[src/rtl/lpc_record_fifo_pkg.sv]
// Shared definitions for the LPC record FIFO: record layout, sizes and
// serializer state encoding.
package lpc_record_fifo_pkg;

  localparam int REC_W         = 32;
  localparam int BYTES_PER_REC = 4;

  localparam int DATA_LSB = 0;
  localparam int ADDR_LSB = 8;
  localparam int RSVD_LSB = 24;
  localparam int TO_BIT   = 26;
  localparam int LOST_BIT = 27;
  localparam int CYC_LSB  = 28;

  typedef enum logic {
    ST_IDLE = 1'b0,
    ST_SEND = 1'b1
  } ser_state_e;

  // Record word: {cyctype_dir, lost, sync_timeout, 2'b00, addr[15:0], data}
  function automatic logic [REC_W-1:0] pack_record(
    input logic [3:0]  cyc,
    input logic        lost,
    input logic        timeout,
    input logic [15:0] addr,
    input logic [7:0]  data
  );
    return {cyc, lost, timeout, 2'b00, addr, data};
  endfunction

endpackage

[src/rtl/lpc_record_fifo_if.sv]
// Bundles the decoder-side record inputs and the byte stream toward the UART.
interface lpc_record_fifo_if;

  logic [3:0]  in_cyctype_dir;
  logic [31:0] in_addr;
  logic [7:0]  in_data;
  logic        in_sync_timeout;
  logic        in_clock_enable;
  logic [7:0]  out_byte;
  logic        out_valid;
  logic        out_ready;

  modport master (
    output in_cyctype_dir, in_addr, in_data, in_sync_timeout, in_clock_enable,
    output out_ready,
    input  out_byte, out_valid
  );

  modport slave (
    input  in_cyctype_dir, in_addr, in_data, in_sync_timeout, in_clock_enable,
    input  out_ready,
    output out_byte, out_valid
  );

endinterface

[src/rtl/lpc_record_fifo_sync_fifo.sv]
// First-word-fall-through synchronous FIFO; the caller guarantees push only
// when there is room (or a pop in the same cycle) and pop only when non-empty.
module lpc_record_fifo_sync_fifo #(
  parameter int WIDTH = 32,
  parameter int DEPTH = 16
) (
  input  logic                   lpc_clock,
  input  logic                   reset,
  input  logic                   i_push,
  input  logic                   i_pop,
  input  logic [WIDTH-1:0]       i_data,
  output logic [WIDTH-1:0]       o_data,
  output logic [$clog2(DEPTH):0] o_level
);

  localparam int AW = $clog2(DEPTH);

  logic [WIDTH-1:0] r_mem [DEPTH];
  logic [AW-1:0]    r_wr_ptr;
  logic [AW-1:0]    r_rd_ptr;
  logic [AW:0]      r_level;

  always_ff @(posedge lpc_clock) begin
    if (i_push) begin
      r_mem[r_wr_ptr] <= i_data;
    end
  end

  // Pointers wrap naturally since DEPTH is a power of two; occupancy lives in r_level.
  always_ff @(posedge lpc_clock) begin
    if (reset) begin
      r_wr_ptr <= '0;
      r_rd_ptr <= '0;
      r_level  <= '0;
    end else begin
      if (i_push) r_wr_ptr <= r_wr_ptr + AW'(1);
      if (i_pop)  r_rd_ptr <= r_rd_ptr + AW'(1);
      case ({i_push, i_pop})
        2'b10:   r_level <= r_level + (AW+1)'(1);
        2'b01:   r_level <= r_level - (AW+1)'(1);
        default: r_level <= r_level;
      endcase
    end
  end

  assign o_data  = r_mem[r_rd_ptr];
  assign o_level = r_level;

endmodule

[src/rtl/lpc_record_fifo.sv]
// Captures completed LPC I/O reads into a record FIFO and serializes each
// record as four bytes on a valid/ready stream, counting dropped records.
module lpc_record_fifo
  import lpc_record_fifo_pkg::*;
#(
  parameter int DEPTH = 16,
  parameter int CNT_W = 8
) (
  input  logic                   lpc_clock,
  input  logic                   reset,
  lpc_record_fifo_if.slave       bus,
  output logic [CNT_W-1:0]       o_overflow_count,
  output logic [$clog2(DEPTH):0] o_fifo_level
);

  localparam int         LW         = $clog2(DEPTH) + 1;
  localparam logic [LW-1:0] FULL_LEVEL = LW'(DEPTH);
  localparam logic [1:0] LAST_IDX   = 2'(BYTES_PER_REC - 1);

  logic             r_en_q;
  logic             r_lost;
  logic [CNT_W-1:0] r_overflow;
  ser_state_e       r_state;
  logic [1:0]       r_idx;
  logic [REC_W-1:0] r_rec;

  logic             w_cap;
  logic             w_accept;
  logic             w_pop;
  logic             w_has_data;
  logic             w_handshake;
  logic [LW-1:0]    w_level;
  logic [REC_W-1:0] w_rec_in;
  logic [REC_W-1:0] w_fifo_dout;
  ser_state_e       w_state_nxt;
  logic [1:0]       w_idx_nxt;
  logic [7:0]       w_byte;
  logic             w_unused_addr;
  logic [1:0]       w_unused_rsvd;

  assign w_cap      = bus.in_clock_enable & ~r_en_q;
  assign w_has_data = (w_level != '0);
  assign w_accept   = w_cap & ((w_level < FULL_LEVEL) | w_pop);
  assign w_rec_in   = pack_record(bus.in_cyctype_dir, r_lost, bus.in_sync_timeout,
                                  bus.in_addr[15:0], bus.in_data);

  assign w_unused_addr = ^bus.in_addr[31:16];
  assign w_unused_rsvd = r_rec[RSVD_LSB +: 2];

  lpc_record_fifo_sync_fifo #(
    .WIDTH (REC_W),
    .DEPTH (DEPTH)
  ) u_fifo (
    .lpc_clock (lpc_clock),
    .reset     (reset),
    .i_push    (w_accept),
    .i_pop     (w_pop),
    .i_data    (w_rec_in),
    .o_data    (w_fifo_dout),
    .o_level   (w_level)
  );

  // en_q resets high so an enable already asserted at reset exit is not a new record.
  always_ff @(posedge lpc_clock) begin
    if (reset) begin
      r_en_q     <= 1'b1;
      r_lost     <= 1'b0;
      r_overflow <= '0;
    end else begin
      r_en_q <= bus.in_clock_enable;
      if (w_cap) begin
        if (w_accept) begin
          r_lost <= 1'b0;
        end else begin
          r_lost <= 1'b1;
          if (r_overflow != {CNT_W{1'b1}}) r_overflow <= r_overflow + CNT_W'(1);
        end
      end
    end
  end

  always_ff @(posedge lpc_clock) begin
    if (reset) begin
      r_state <= ST_IDLE;
      r_idx   <= 2'd0;
      r_rec   <= '0;
    end else begin
      r_state <= w_state_nxt;
      r_idx   <= w_idx_nxt;
      if (w_pop) r_rec <= w_fifo_dout;
    end
  end

  // After the last byte, reload straight from the FIFO so queued records stream without a gap.
  always_comb begin
    w_state_nxt = r_state;
    w_idx_nxt   = r_idx;
    w_pop       = 1'b0;
    w_handshake = (r_state == ST_SEND) & bus.out_ready;
    case (r_state)
      ST_IDLE: begin
        if (w_has_data) begin
          w_pop       = 1'b1;
          w_state_nxt = ST_SEND;
          w_idx_nxt   = 2'd0;
        end
      end
      ST_SEND: begin
        if (w_handshake) begin
          if (r_idx != LAST_IDX) begin
            w_idx_nxt = r_idx + 2'd1;
          end else if (w_has_data) begin
            w_pop     = 1'b1;
            w_idx_nxt = 2'd0;
          end else begin
            w_state_nxt = ST_IDLE;
            w_idx_nxt   = 2'd0;
          end
        end
      end
      default: begin
        w_state_nxt = ST_IDLE;
        w_idx_nxt   = 2'd0;
      end
    endcase
  end

  always_comb begin
    w_byte = 8'h00;
    case (r_idx)
      2'd0:    w_byte = {r_rec[CYC_LSB +: 4], 2'b00, r_rec[TO_BIT], r_rec[LOST_BIT]};
      2'd1:    w_byte = r_rec[ADDR_LSB + 8 +: 8];
      2'd2:    w_byte = r_rec[ADDR_LSB +: 8];
      default: w_byte = r_rec[DATA_LSB +: 8];
    endcase
  end

  assign bus.out_valid    = (r_state == ST_SEND);
  assign bus.out_byte     = (r_state == ST_SEND) ? w_byte : 8'h00;
  assign o_overflow_count = r_overflow;
  assign o_fifo_level     = w_level;

endmodule

[src/flat_wrapper.sv]
// flat-port wrapper written by rule: the top's interface ports become plain ports
module lpc_record_fifo_flat import lpc_record_fifo_pkg::*;
#(
  parameter int DEPTH = 16,
  parameter int CNT_W = 8
)
  (lpc_clock, reset, o_overflow_count, o_fifo_level, bus_in_cyctype_dir, bus_in_addr, bus_in_data, bus_in_sync_timeout, bus_in_clock_enable, bus_out_ready, bus_out_byte, bus_out_valid);
  lpc_record_fifo_if bus_i ();
  input  logic lpc_clock;
  input  logic reset;
  output logic [CNT_W-1:0] o_overflow_count;
  output logic [$clog2(DEPTH):0] o_fifo_level;
  input wire logic [$bits(bus_i.in_cyctype_dir)-1:0] bus_in_cyctype_dir;
  input wire logic [$bits(bus_i.in_addr)-1:0] bus_in_addr;
  input wire logic [$bits(bus_i.in_data)-1:0] bus_in_data;
  input wire logic [$bits(bus_i.in_sync_timeout)-1:0] bus_in_sync_timeout;
  input wire logic [$bits(bus_i.in_clock_enable)-1:0] bus_in_clock_enable;
  input wire logic [$bits(bus_i.out_ready)-1:0] bus_out_ready;
  output wire logic [$bits(bus_i.out_byte)-1:0] bus_out_byte;
  output wire logic [$bits(bus_i.out_valid)-1:0] bus_out_valid;
  assign bus_i.in_cyctype_dir = bus_in_cyctype_dir;
  assign bus_i.in_addr = bus_in_addr;
  assign bus_i.in_data = bus_in_data;
  assign bus_i.in_sync_timeout = bus_in_sync_timeout;
  assign bus_i.in_clock_enable = bus_in_clock_enable;
  assign bus_i.out_ready = bus_out_ready;
  assign bus_out_byte = bus_i.out_byte;
  assign bus_out_valid = bus_i.out_valid;
  lpc_record_fifo #(.DEPTH(DEPTH), .CNT_W(CNT_W)) u_core (.lpc_clock(lpc_clock), .reset(reset), .bus(bus_i), .o_overflow_count(o_overflow_count), .o_fifo_level(o_fifo_level));
endmodule
[config.mk]
export PLATFORM = sky130hd
export DESIGN_NAME = lpc_record_fifo_flat
export DESIGN_NICKNAME = d
export VERILOG_FILES = /design/src/rtl/lpc_record_fifo_pkg.sv /design/src/rtl/lpc_record_fifo_if.sv /design/src/rtl/lpc_record_fifo_sync_fifo.sv /design/src/rtl/lpc_record_fifo.sv /design/src/flat_wrapper.sv
export SDC_FILE = /design/constraint.sdc
export NUM_CORES = 1
export LEC_CHECK = 0
export CAP_MARGIN = 20
export CORE_MARGIN = 3
export CORE_UTILIZATION = 30
export CTS_CLUSTER_SIZE = 25
export DETAILED_ROUTE_END_ITERATION = 16
export PLACE_DENSITY = 0.5
export SYNTH_ARGS = -nofsm -noshare
export SYNTH_HDL_FRONTEND = slang
export SYNTH_SLANG_ARGS = --single-unit
[constraint.sdc]
create_clock -name lpc_clock -period 5.4 [get_ports lpc_clock]
set_clock_uncertainty 0.1 [all_clocks]
set_input_delay 1.62 -clock lpc_clock [delete_from_list [all_inputs] [get_ports lpc_clock]]
set_output_delay 1.62 -clock lpc_clock [all_outputs]
set_load 0.01 [all_outputs]
==> results.txt <==
area grow syn2layout: 18.1%
maximum VDD drop: 0.000197 V
diode count: 0
Final ANT Viol Nets: 0
fill cell count: 6,283
Detailed Place HPWL: 25,200 µm
most numerous cell in the Yosys netlist: edfxtp_1
DR DRC count: 0
die area: 72,300 µm²
Setup CP Type: reg2out
DR iter-0 viols: 732
post-CTS setup buffers: 0
startpoint types: register
via count: 9,884
Rows: 95
final number of hold-violating endpoints: 0
Final Setup Violations: 0
Tcrit/Tclk final: 90.8%
chip height: 269 µm
max-slew violations: 0
dpl cells: 1,991
commonest cells in the netlist: 480 x edfxtp_1, 120 x mux4_2, 103 x nor2_1
Total Power: 10.5 mW
initial antenna violation count: 0
WL/cell: 22.4 µm
net load switching power: 2.60 mW
Post-Syn Area: 20,700 µm²
Post-Syn Nets: 1,106
syn avg cell area: 19.9 µm²
Final Critical Period: 4.90 ns
Least-Margin Pin Slew: 0.966 ns
final net count: 1,195
Hold Slack: 0.372 ns
H-tree levels: 2
part of the Yosys area used for sequential elements: 74.9%
Clk network pwr share: 38.1%
Synth async-reset ratio: 0%
CTS tree: done
final std cells w/o fill: 2,100
reg2reg setup slack: 1.83 ns
Hold Crit Class: reg2reg
CP endpoint kind: output pin
post-CTS resize count: 0
wire length of the first global-routing pass: 70,800 µm
crit-path max FO: 8
Worst-path clk slew: 0.06 ns
crit path DAT: 3.18 ns
Netlist cell types: 42
RSZ-0062 raised after global routing: no
cell type with the largest total area after synthesis: edfxtp_1
gr ovfl total: 0
Max-Cap Viols: 0
combinational power share: 14.6%
number of synthesized flops with an enable pin: 480
Top FF cell, synth: edfxtp_1
status: complete, no violations
1st-pass router iterations: 6
cts hold-fix bufs: 0
Worst Path Required: 3.68 ns
Ys Warns: 0
ratio of cells with drive above 1 in the final layout: 22.1%
internal power: 7.88 mW
total negative setup slack: 0 ns
Mapped Cells: 1,041
WL final: 47,100 µm
Ports: 71
Final Wtd Congestion: 0.735
Synth top area share: 69.5%
clk sinks: 536
f_max: 0.204 GHz
pin count of the biggest net entering global routing: 66
GRT Util Overall: 13.4%
core area: 67,900 µm²
CTS root buf: clkbuf_16
cell leakage power: 7.74 nW
Inserted Clock Buffers: 58
Multi-input gate area: 5000 µm²
Net Sw Frac: 24.8%
Synth area leaders: edfxtp_1 70%, mux4_2 13%, dfxtp_1 5.4%
clk buf depth: 3
Die W: 269 µm
utilization after layout: 36.1%
Initial Util: 30.6%
Skew-Pair Late Insertion Delay: 0.61 ns
PortBufs: 54
relative max-transition margin: 35.6%
Sequential Power Share: 47.3%
PwrDens: 428 nW/µm²
register area: 15,500 µm²
Yosys reg bits: 536
vias in the first global route: 10,600
Via-to-Cell Ratio: 4.71
==> stage by stage <==
step	setup WS, ns	cell area [µm²]
after floorplan	0.344	20700
after global placement	0.570	22600
after detailed placement	0.544	22600
after CTS	0.514	24500
after global routing	0.469	24500
final	0.498	24500
==> power by group through the flow <==
stage	clock [mW]	sequential [mW]	combinational (mW)
6_report	3.99	4.96	1.53
5_1_grt	4.26	4.98	1.67
4_1_cts	4.09	4.96	1.57
3_5_place_dp	0	5.05	1.56
3_3_place_gp	0	5.05	1.54
2_1_floorplan	0	4.82	1.26
==> kinds of logic (layout without fill, tap and decap cells) <==
| kind of cell | count (synthesis) | after routing | synth area share (%) |
|---|---|---|---|
| adders and majority gates | 16 | 16 | 1.00 |
| and+or+nand+nor | 163 | 163 | 3.52 |
| muxes | 183 | 183 | 16.1 |
| xor gates and xnor gates | 14 | 14 | 0.591 |
| DFF | 536 | 536 | 74.9 |
| buffers and inverters | 66 | 204 | 1.54 |
| AOI/OAI and AO/OA | 63 | 63 | 2.36 |
==> state kept, by name, summed over array words and instances (netlist names) <==
register	count
u_core.r_lost	1
u_core.u_fifo.r_mem	480
u_core.u_fifo.r_wr_ptr	4
u_core.r_en_q	1
u_core.u_fifo.r_rd_ptr	4
u_core.u_fifo.o_level	5
u_core.bus.out_valid	1
u_core.r_idx	2
u_core.o_overflow_count	8
u_core.r_rec	30
==> routing by layer <==
metal / vias to the layer above / wire length, µm / track usage [%]
met5: - / 0 / 0
met4: 0 / 1120 / 4.15
met3: 72 / 1790 / 2.03
met2: 174 / 22700 / 22.0
met1: 5260 / 21600 / 18.4
li1: 4378 / - / -
==> cells in the final DEF, fill, tap and decap left out, types with 18 or more instances in the layout <==
cell,count
edfxtp_1,480
dfxtp_1,53
clkdlybuf4s50_1,54
clkbuf_1,18
clkbuf_16,59
buf_4,27
mux2i_1,62
nor2_1,90
mux4_2,120
a211o_1,30
==> critical path, cell delays in order (launching register included) <==
cell and delay, ns:
dfxtp_1 0.51, inv_1 0.12, ha_1 0.35, a222oi_1 0.76, o21ai_0 0.15, and2_1 0.21, clkdlybuf4s50_1 0.48
==> area by class of cell <==
class / instances / area share (%)
Clock inverter: 23 / 1.08
Tap cell: 921 / 4.71
Timing Repair Buffer: 85 / 3.36
Sequential cell: 536 / 63.5
Inverter: 10 / 0.153
Multi-Input combinational cell: 439 / 20.4
Clock buffer: 86 / 6.81
==> final timing paths <==
kind / from / endpoint / cells past startpoint
hold / removal: u_core.r_rec[7]$_SDFFE_PP0P_ / u_core.r_rec[7]$_SDFFE_PP0P_ / 1
setup reg to reg: u_core.bus.out_valid$_SDFF_PP0_ / u_core.u_fifo.o_level[4]$_SDFFE_PP0P_ / 12
hold reg to reg: u_core.r_rec[7]$_SDFFE_PP0P_ / u_core.r_rec[7]$_SDFFE_PP0P_ / 1
setup / recovery: u_core.r_idx[0]$_SDFFE_PP0P_ / bus_out_byte[7] / 6
(Power assumes the default switching activity.)
